**config.mk**
```make
export PLATFORM = sky130hd
export DESIGN_NAME = uart_rx_ctrl
export DESIGN_NICKNAME = d
export VERILOG_FILES = /design/src/rtl/uart_rx_ctrl.sv
export SDC_FILE = /design/constraint.sdc
export NUM_CORES = 1
export LEC_CHECK = 0
export ABC_CLOCK_PERIOD_IN_PS = 2000
export CORE_AREA = 2 2 63 65
export CTS_BUF_LIST = sky130_fd_sc_hd__clkbuf_4
export DETAILED_ROUTE_END_ITERATION = 16
export DIE_AREA = 0 0 65 67
export PLACE_DENSITY = 0.63
export SKIP_LAST_GASP = 1
export SYNTH_ARGS = -nofsm -noshare
export SYNTH_HDL_FRONTEND = slang
export SYNTH_SLANG_ARGS = --single-unit
```
**constraint.sdc**
```tcl
create_clock -name clk -period 2 [get_ports clk]
set_clock_uncertainty 0.15 [all_clocks]
set_input_delay 0.3 -clock clk [delete_from_list [all_inputs] [get_ports clk]]
set_output_delay 0.3 -clock clk [all_outputs]
set_load 0.05 [all_outputs]
```
**src/rtl/uart_rx_ctrl.sv**
```systemverilog
// UART receive sequencer: owns the oversample edge counter and bit counter, drives the
// per-stage enables and decides whether a finished frame is accepted or dropped.
module uart_rx_ctrl #(
  parameter int unsigned DATA_WIDTH = 8,
  parameter int unsigned PRSC_W     = 6
) (
  input  logic              clk,
  input  logic              rst,
  input  logic              rx_in,
  input  logic              par_en,
  input  logic [PRSC_W-1:0] prescale,
  input  logic              strt_glitch,
  input  logic              par_err,
  input  logic              stp_err,
  output logic              dat_samp_en,
  output logic              done,
  output logic [PRSC_W-1:0] edge_cnt,
  output logic              strt_chk_en,
  output logic              deser_en,
  output logic              par_chk_en,
  output logic              stp_chk_en,
  output logic              data_valid,
  output logic              frame_err,
  output logic              cfg_err,
  output logic              rx_busy
);

  localparam int unsigned BitW = (DATA_WIDTH > 1) ? $clog2(DATA_WIDTH) : 1;
  localparam logic [BitW-1:0] LastBit = BitW'(DATA_WIDTH - 1);

  typedef enum logic [2:0] {StIdle, StStart, StData, StParity, StStop} state_e;

  state_e            state_q, state_d;
  logic [PRSC_W-1:0] edge_q, edge_d;
  logic [PRSC_W-1:0] prsc_q, prsc_d;
  logic              par_en_q, par_en_d;
  logic [BitW-1:0]   bit_q, bit_d;
  logic              data_valid_q, data_valid_d;
  logic              frame_err_q, frame_err_d;
  logic              cfg_err_q, cfg_err_d;

  logic cfg_legal;
  logic bit_end;
  logic frame_bad;

  assign cfg_legal = (prescale == PRSC_W'(8)) || (prescale == PRSC_W'(16)) ||
                     (prescale == PRSC_W'(32));
  assign bit_end   = (state_q != StIdle) && (edge_q == prsc_q - PRSC_W'(1));
  // Parity result is only meaningful when the frame was started with parity enabled.
  assign frame_bad = (par_en_q & par_err) | stp_err;

  always_comb begin
    state_d      = state_q;
    prsc_d       = prsc_q;
    par_en_d     = par_en_q;
    bit_d        = bit_q;
    data_valid_d = 1'b0;
    frame_err_d  = 1'b0;
    // Wrapping at bit_end also yields edge 0 on every START entry.
    edge_d       = ((state_q != StIdle) && !bit_end) ? edge_q + PRSC_W'(1) : '0;

    case (state_q)
      StIdle: begin
        if (!rx_in && cfg_legal) begin
          state_d  = StStart;
          prsc_d   = prescale;
          par_en_d = par_en;
        end
      end
      StStart: begin
        if (bit_end) begin
          if (strt_glitch) begin
            state_d = StIdle;
          end else begin
            state_d = StData;
            bit_d   = '0;
          end
        end
      end
      StData: begin
        if (bit_end) begin
          if (bit_q == LastBit) begin
            state_d = par_en_q ? StParity : StStop;
          end else begin
            bit_d = bit_q + BitW'(1);
          end
        end
      end
      StParity: begin
        if (bit_end) begin
          state_d = StStop;
        end
      end
      StStop: begin
        if (bit_end) begin
          data_valid_d = !frame_bad;
          frame_err_d  = frame_bad;
          state_d      = rx_in ? StIdle : StStart;
        end
      end
      default: state_d = StIdle;
    endcase

    cfg_err_d = (state_d == StIdle) && !cfg_legal;
  end

  always_ff @(posedge clk or posedge rst) begin
    if (rst) begin
      state_q      <= StIdle;
      edge_q       <= '0;
      prsc_q       <= '0;
      par_en_q     <= 1'b0;
      bit_q        <= '0;
      data_valid_q <= 1'b0;
      frame_err_q  <= 1'b0;
      cfg_err_q    <= 1'b0;
    end else begin
      state_q      <= state_d;
      edge_q       <= edge_d;
      prsc_q       <= prsc_d;
      par_en_q     <= par_en_d;
      bit_q        <= bit_d;
      data_valid_q <= data_valid_d;
      frame_err_q  <= frame_err_d;
      cfg_err_q    <= cfg_err_d;
    end
  end

  assign edge_cnt    = edge_q;
  // Fires after the three majority samples around mid-bit.
  assign done        = (state_q != StIdle) && (edge_q == (prsc_q >> 1) + PRSC_W'(1));
  assign dat_samp_en = (state_q != StIdle);
  assign rx_busy     = (state_q != StIdle);
  assign strt_chk_en = (state_q == StStart);
  assign deser_en    = (state_q == StData);
  assign par_chk_en  = (state_q == StParity);
  assign stp_chk_en  = (state_q == StStop);
  assign data_valid  = data_valid_q;
  assign frame_err   = frame_err_q;
  assign cfg_err     = cfg_err_q;

endmodule

```
==> impl_metrics.py <==
metrics = {
    "synthesis": {
        "synth_adder_area_share_pct": 5.23,
        "syn_avg_cell_area_sq_um": 10.0,
        "synth_compound_area_share_pct": 12.2,
        "synth_area_leaders": "dfrtp_1, xnor2_1, xor2_1",
        "synth_edf_count": 0,
        "synth_nets": 162,
        "yosys_warnings": 0,
        "synth_xor_area_share_pct": 11.0,
        "synth_mux_area_share_pct": 4.18,
        "syn-cell-area_sq_mm": 0.00144,
        "yosys.area_share.simple_pct": 22.8,
        "yosysSeqAreaShare_pct": 38.4,
        "synth_cell_types": 39,
        "synth_top_area_share_pct": 38.4,
        "async_flop_share_pct": 100,
        "postSynthCellCount": 143,
        "synth_top_family_by_area": "simple AND/OR/NAND/NOR gates",
        "ys_ff_latch": 22,
        "synth_top_area_cell": "dfrtp_1",
        "ys.flop_type": "dfrtp_1",
    },
    "worst_setup_path": {
        "end_kind": "output port",
        "start_kind": "flop",
        "required_ns": 1.55,
        "critPathKind": "flop to output port",
        "critPathArrivalTime_ns": 1.79,
        "cp_max_fo": 4,
    },
    "clocking": {
        "cts_buffers": 3,
        "ctsHoldBuffers": 0,
        "clk_path_buf_depth": 2,
        "clock_sinks": 22,
        "cts_tree": "built",
        "clock_latency_ns": 0.30,
        "cts_root_buf": "clkbuf_4",
        "clk_pin_slew_worst_paths_ns": 0.12,
        "htreeDepth": 1,
    },
    "global_routing": {
        "grt_max_degree": 23,
        "grt-ovfl-total": 0,
        "grt_pass1_wl_mm": 6.01,
        "track_usage_pct": 18.0,
        "antenna_found_initial": 0,
        "grt_pass1_vias": 1337,
    },
    "die": {
        "core-area_sq_mm": 0.00361,
        "start_util_pct": 39.8,
        "dieArea_sq_mm": 0.00436,
        "die_x_um": 65,
        "ios": 29,
        "die_y_um": 67,
        "std_cell_rows": 22,
    },
    "sta": {
        "worstMarginPinSlew_ns": 0.497,
        "finalSetupViolations": 15,
        "final_hold_viol_count": 0,
        "fmax_ghz": 0.447,
        "min_period_ns": 2.24,
        "rsz0062_at_grt": "true",
        "hold-worst-slack_ns": 0.170,
        "finalMaxSlewViolations": 0,
        "finalCritPeriodShare_pct": 112,
        "setup_ws_ns": -0.239,
        "max_slew_margin_pct": 66.8,
    },
    "power": {
        "p_seq_share_pct": 19.4,
        "power.density_mw_per_mm2": 1620,
        "p_leak_uw": 0.000965,
        "p_total_uw": 3720,
        "p_comb_share_pct": 75.1,
        "p_int_uw": 2020,
        "p_clk_share_pct": 5.5,
        "p_sw_share_pct": 45.8,
        "netSwitchingPower_uw": 1710,
        "ir_drop_mv": 1.11,
    },
    "cells_and_area": {
        "drive_gt1_share_pct": 51.2,
        "final_cell_mix": "buf_4, dfrtp_1, clkdlybuf4s50_1",
        "layout_commonest_cell": "buf_4",
        "syn_to_final_growth_pct": 59.7,
        "fill_cells": 304,
        "antenna_cells": 0,
        "layout.nets": 221,
    },
    "placement": {
        "gp_congestion": 0.846,
        "port_buffers": 28,
        "hpwl_mm": 2.62,
    },
    "routing": {
        "antenna_left": 0,
        "dr.pass1.iters": 4,
        "routed_via_density": 5.10,
        "drc": 0,
        "drtIter0Drc": 28,
        "dr_total_vias": 1269,
        "wl_per_cell_um": 14.2,
        "wl_mm": 3.53,
    },
    "hold_path": {
        "hold_path_class": "input pin to asynchronous set/reset pin",
    },
    "status": {
        "status": "complete, but fails checks",
        "violations": "negative setup slack",
    },
    "run": {
        "maxCapViolCount": 0,
    },
}
==> metal layers <==
| layer | GRT usage, % | share of wire [%] |
|---|---|---|
| met5 | 0 | 0 |
| met4 | 7.98 | 1.8 |
| met3 | 2.03 | 3.4 |
| met2 | 31.2 | 51 |
| met1 | 22.6 | 44 |
==> sequential cells by signal (all words and copies together) (netlist names) <==
signal and cells:
frame_err 1, edge_cnt 6, bit_q 3, cfg_err 1, prsc_q 6, par_en_q 1
state_q 3, data_valid 1
==> synth_stat cells, types with 2 or more instances <==
cell type  count
buf_4          2
o21ai_0        3
buf_2          2
nand2b_1       2
and3_1         3
ha_1           6
xor2_1         9
o211ai_1       2
clkbuf_1       2
nor4_4         2
nor3_1         4
nor3b_1        4
inv_1          9
dfrtp_1       22
a21oi_1        9
nand3_1        4
nand3b_1       2
nand2_1        7
nor2_1        15
xnor2_1        9
buf_6          2
or2_1          2
mux2_2         4
a22o_1         2
==> per-stage QoR <==
| step | instances | utilization [%] | setup WS (ns) | cell area (sq um) | TNS, ns |
|---|---|---|---|---|---|
| after floorplan | 143 | - | -0.0691 | 1480 | -0.240 |
| after global placement | 239 | 56.2 | -0.197 | 2030 | -1.60 |
| after detailed placement | 239 | 56.2 | -0.259 | 2030 | -2.88 |
| after CTS | 249 | 61.3 | -0.258 | 2210 | -1.74 |
| after global routing | 249 | 63.6 | -0.348 | 2290 | -3.68 |
| final | 249 | 63.6 | -0.239 | 2290 | -2.16 |
==> logic make-up after synthesis <==
group / count (synthesis)
AOI/OAI and AO/OA: 23
adders and majority gates: 6
DFF: 22
xor gates and xnor gates: 18
muxes: 5
and+or+nand+nor: 52
buffers and inverters: 17
==> critical path, cell delays in order (launching register included) <==
cell and delay, ns:
dfrtp_1 0.43, buf_6 0.14, ha_4 0.16, nor2_1 0.11, nor3_2 0.06, a21oi_2 0.11, a21oi_2 0.09, nor3_4 0.22
buf_12 0.16
==> final timing paths <==
path / startpoint / endpoint / slack (ns) / depth (start not counted)
worst max-delay path: prsc_q[1] / done / -0.24 / 8
worst min-delay path: rst / prsc_q[3] / 0.17 / 3
worst max register to register: prsc_q[1] / state_q[2] / -0.22 / 8
worst min register to register: state_q[2] / state_q[1] / 0.35 / 1
max in group asynchronous: rst / edge_cnt[3] / 1.29 / 3
min in group clk: state_q[2] / state_q[1] / 0.35 / 1
==> layout make-up <==
cell class	count	area, sq um	share of cell area [%]
inverter	9	33.8	1.47
clock inverter	1	3.75	0.164
clock buffer	3	22.5	0.983
timing repair buffer	62	617	26.9
sequential	22	558	24.3
multi-input combinational	104	997	43.5
tap	48	60.1	2.62
==> power groups by stage <==
stage / sequential, uW / combinational [uW] / clock (uW)
floorplan: 805 / 1300 / 0
global placement: 725 / 2200 / 0
detailed placement: 733 / 2240 / 0
CTS: 717 / 2600 / 214
global route: 740 / 2980 / 230
finish: 721 / 2800 / 205
==> what timing repair did <==
action                                  CTS  global route
buffers inserted                          6             0
resized for setup                        29            16
gates cloned                              0             0
endpoints found under the setup margin   14            15
pin swaps                                17             8
Note: power is estimated with default switching activity, not from simulation.
==> RTL edit (same settings) <==
Change the parameter `PRSC_W` from 6 to 4.
--- a/src/rtl/uart_rx_ctrl.sv
+++ b/src/rtl/uart_rx_ctrl.sv
@@ -4,3 +4,3 @@
   parameter int unsigned DATA_WIDTH = 8,
-  parameter int unsigned PRSC_W     = 6
+  parameter int unsigned PRSC_W     = 4
 ) (
Interface: changed (resized edge_cnt and prescale); port bits go from 29 to 25. No check against the original RTL was run, so the function may have changed too.
==> RTL edit against the original RTL <==
The flow still finishes with violations (setup timing). Count of clock-buffer cells in the layout unchanged. Maximum frequency increased by 5.6%. Routed wire length is 25% lower. Critical path type is now reg -> reg. Area after synthesis fell by 23%. Design area down 22%. Sequential cell count decreased by 4. Worst setup slack improved by 0.12 ns.
Power is not compared: it rests on default switching activity, and its combinational part moved more than twofold at a synthesized area within 25%.
==> RTL edit: results <==
metrics = {
    "grt": {
        "grt_pass1_wl_mm": 4.69,
        "grt_start_max_net_pins": 19,
        "grt_pass1_vias": 1009,
        "grt_use_total_pct": 14.2,
    },
    "place": {
        "place_hpwl_mm": 1.99,
        "gp_congestion": 0.840,
        "port_buffers": 24,
    },
    "outcome": {
        "status": "complete, but fails checks",
        "violations": "setup timing",
    },
    "route": {
        "via_per_inst": 4.60,
        "wl_per_cell_um": 13.1,
    },
    "sta": {
        "slew_headroom_pct": 66.9,
        "worst_slack_ns": -0.120,
        "setup-violations-final": 4,
    },
    "synth": {
        "synth-seq-area-share_pct": 41.0,
        "synth_cell_types": 37,
        "synth_warnings": 0,
        "ys_top_cells_by_area": "dfrtp_1, ha_1, xnor2_1, inv_1, a21oi_1",
        "syn-num-nets": 126,
        "ys_top_cells_by_count": "dfrtp_1, inv_1, nor2_1",
    },
    "final_layout": {
        "final_nets": 172,
        "fill_cells": 341,
    },
    "critical_path": {
        "arrival_ns": 2.17,
        "r2r-start": "prsc_q[2]$_DFFE_PP0P_",
        "worstRegToRegCells": 6,
    },
}
[RTL edit: cell types whose count changed after synthesis, sizes merged, moves of 3 or more]
cell	delta
and3	-3
o211ai	-3
buf	-4
o21ai	-3
nor3b	-3
dfrtp	-4
xor2	-5
nor2	-7
a21oi	-3
[RTL edit: layout make-up]
class                   instances  share of cell area (%)
flip-flops and latches         18                    25.7
multi-input cells              76                    42.1
repair buffers                 45                    25.2
inverters                      10                    2.11
well taps                      48                    3.38
clock buffers                   3                    1.27
clock inverters                 1                   0.211
[RTL edit: kinds of logic (layout without fill, tap and decap cells)]
kind of cell	after synthesis	after routing	share of synthesized area, %
muxes	5	5	5.24
xor gates and xnor gates	12	12	11.6
adders and majority gates	7	7	7.97
DFF	18	18	41.0
and+or+nand+nor	37	37	18.2
AOI/OAI and AO/OA	15	15	10.1
buffers and inverters	14	59	5.81
[RTL edit: worst max-delay path by stage]
| stage | from | to | slack (ns) |
|---|---|---|---|
| after CTS | prsc_q[1]$_DFFE_PP0P_ | done | -0.12 |
| after global placement | prsc_q[1]$_DFFE_PP0P_ | bit_q[0]$_DFFE_PP0P_ | -0.04 |
| after floorplan | prsc_q[1]$_DFFE_PP0P_ | bit_q[0]$_DFFE_PP0P_ | -0.16 |
| after global routing | prsc_q[2]$_DFFE_PP0P_ | done | -0.21 |
| after detailed placement | prsc_q[2]$_DFFE_PP0P_ | state_q[1]$_DFF_PP0_ | -0.06 |
| final | prsc_q[2]$_DFFE_PP0P_ | bit_q[0]$_DFFE_PP0P_ | -0.12 |
[RTL edit: what timing repair did]
action | CTS | global route
endpoints found under the setup margin | 7 | 12
gates resized for setup | 17 | 13
setup buffers | 3 | 0
pin swaps | 5 | 5
[RTL edit: routing by layer]
metal  up-vias  wire (µm)  GRT usage, %
li1        458          -             -
met1       443       1160          17.9
met2        21       1350          24.7
met3         2        104          2.03
met4         0         31          4.79
met5         -          0             0
[RTL edit: through the flow]
stage	instance area (µm²)	utilization, %	setup slack, ns	hold slack (ns)	instances
CTS	1710	47.3	-0.119	0.152	201
global route	1780	49.3	-0.208	0.165	201
detailed placement	1580	43.7	-0.0644	0.375	194
global placement	1580	43.7	-0.0408	0.363	194
finish	1780	49.3	-0.120	0.149	201
floorplan	1130	-	-0.159	0.0883	108
[RTL edit: critical path: cells and delay by family, from the launching register on]
family / cells / cell delay [ns]
AOI/OAI and AO/OA: 1 / 0.28
xor gates and xnor gates: 1 / 0.39
buffers and inverters: 1 / 0.15
DFF: 1 / 0.43
muxes: 1 / 0.30
and+or+nand+nor: 2 / 0.32
[RTL edit: power breakdown]
part / internal (mW) / switching, mW
Sequential: 0.391 / 0.0224
Combinational: 0.203 / 0.179
Clock: 0.0729 / 0.116
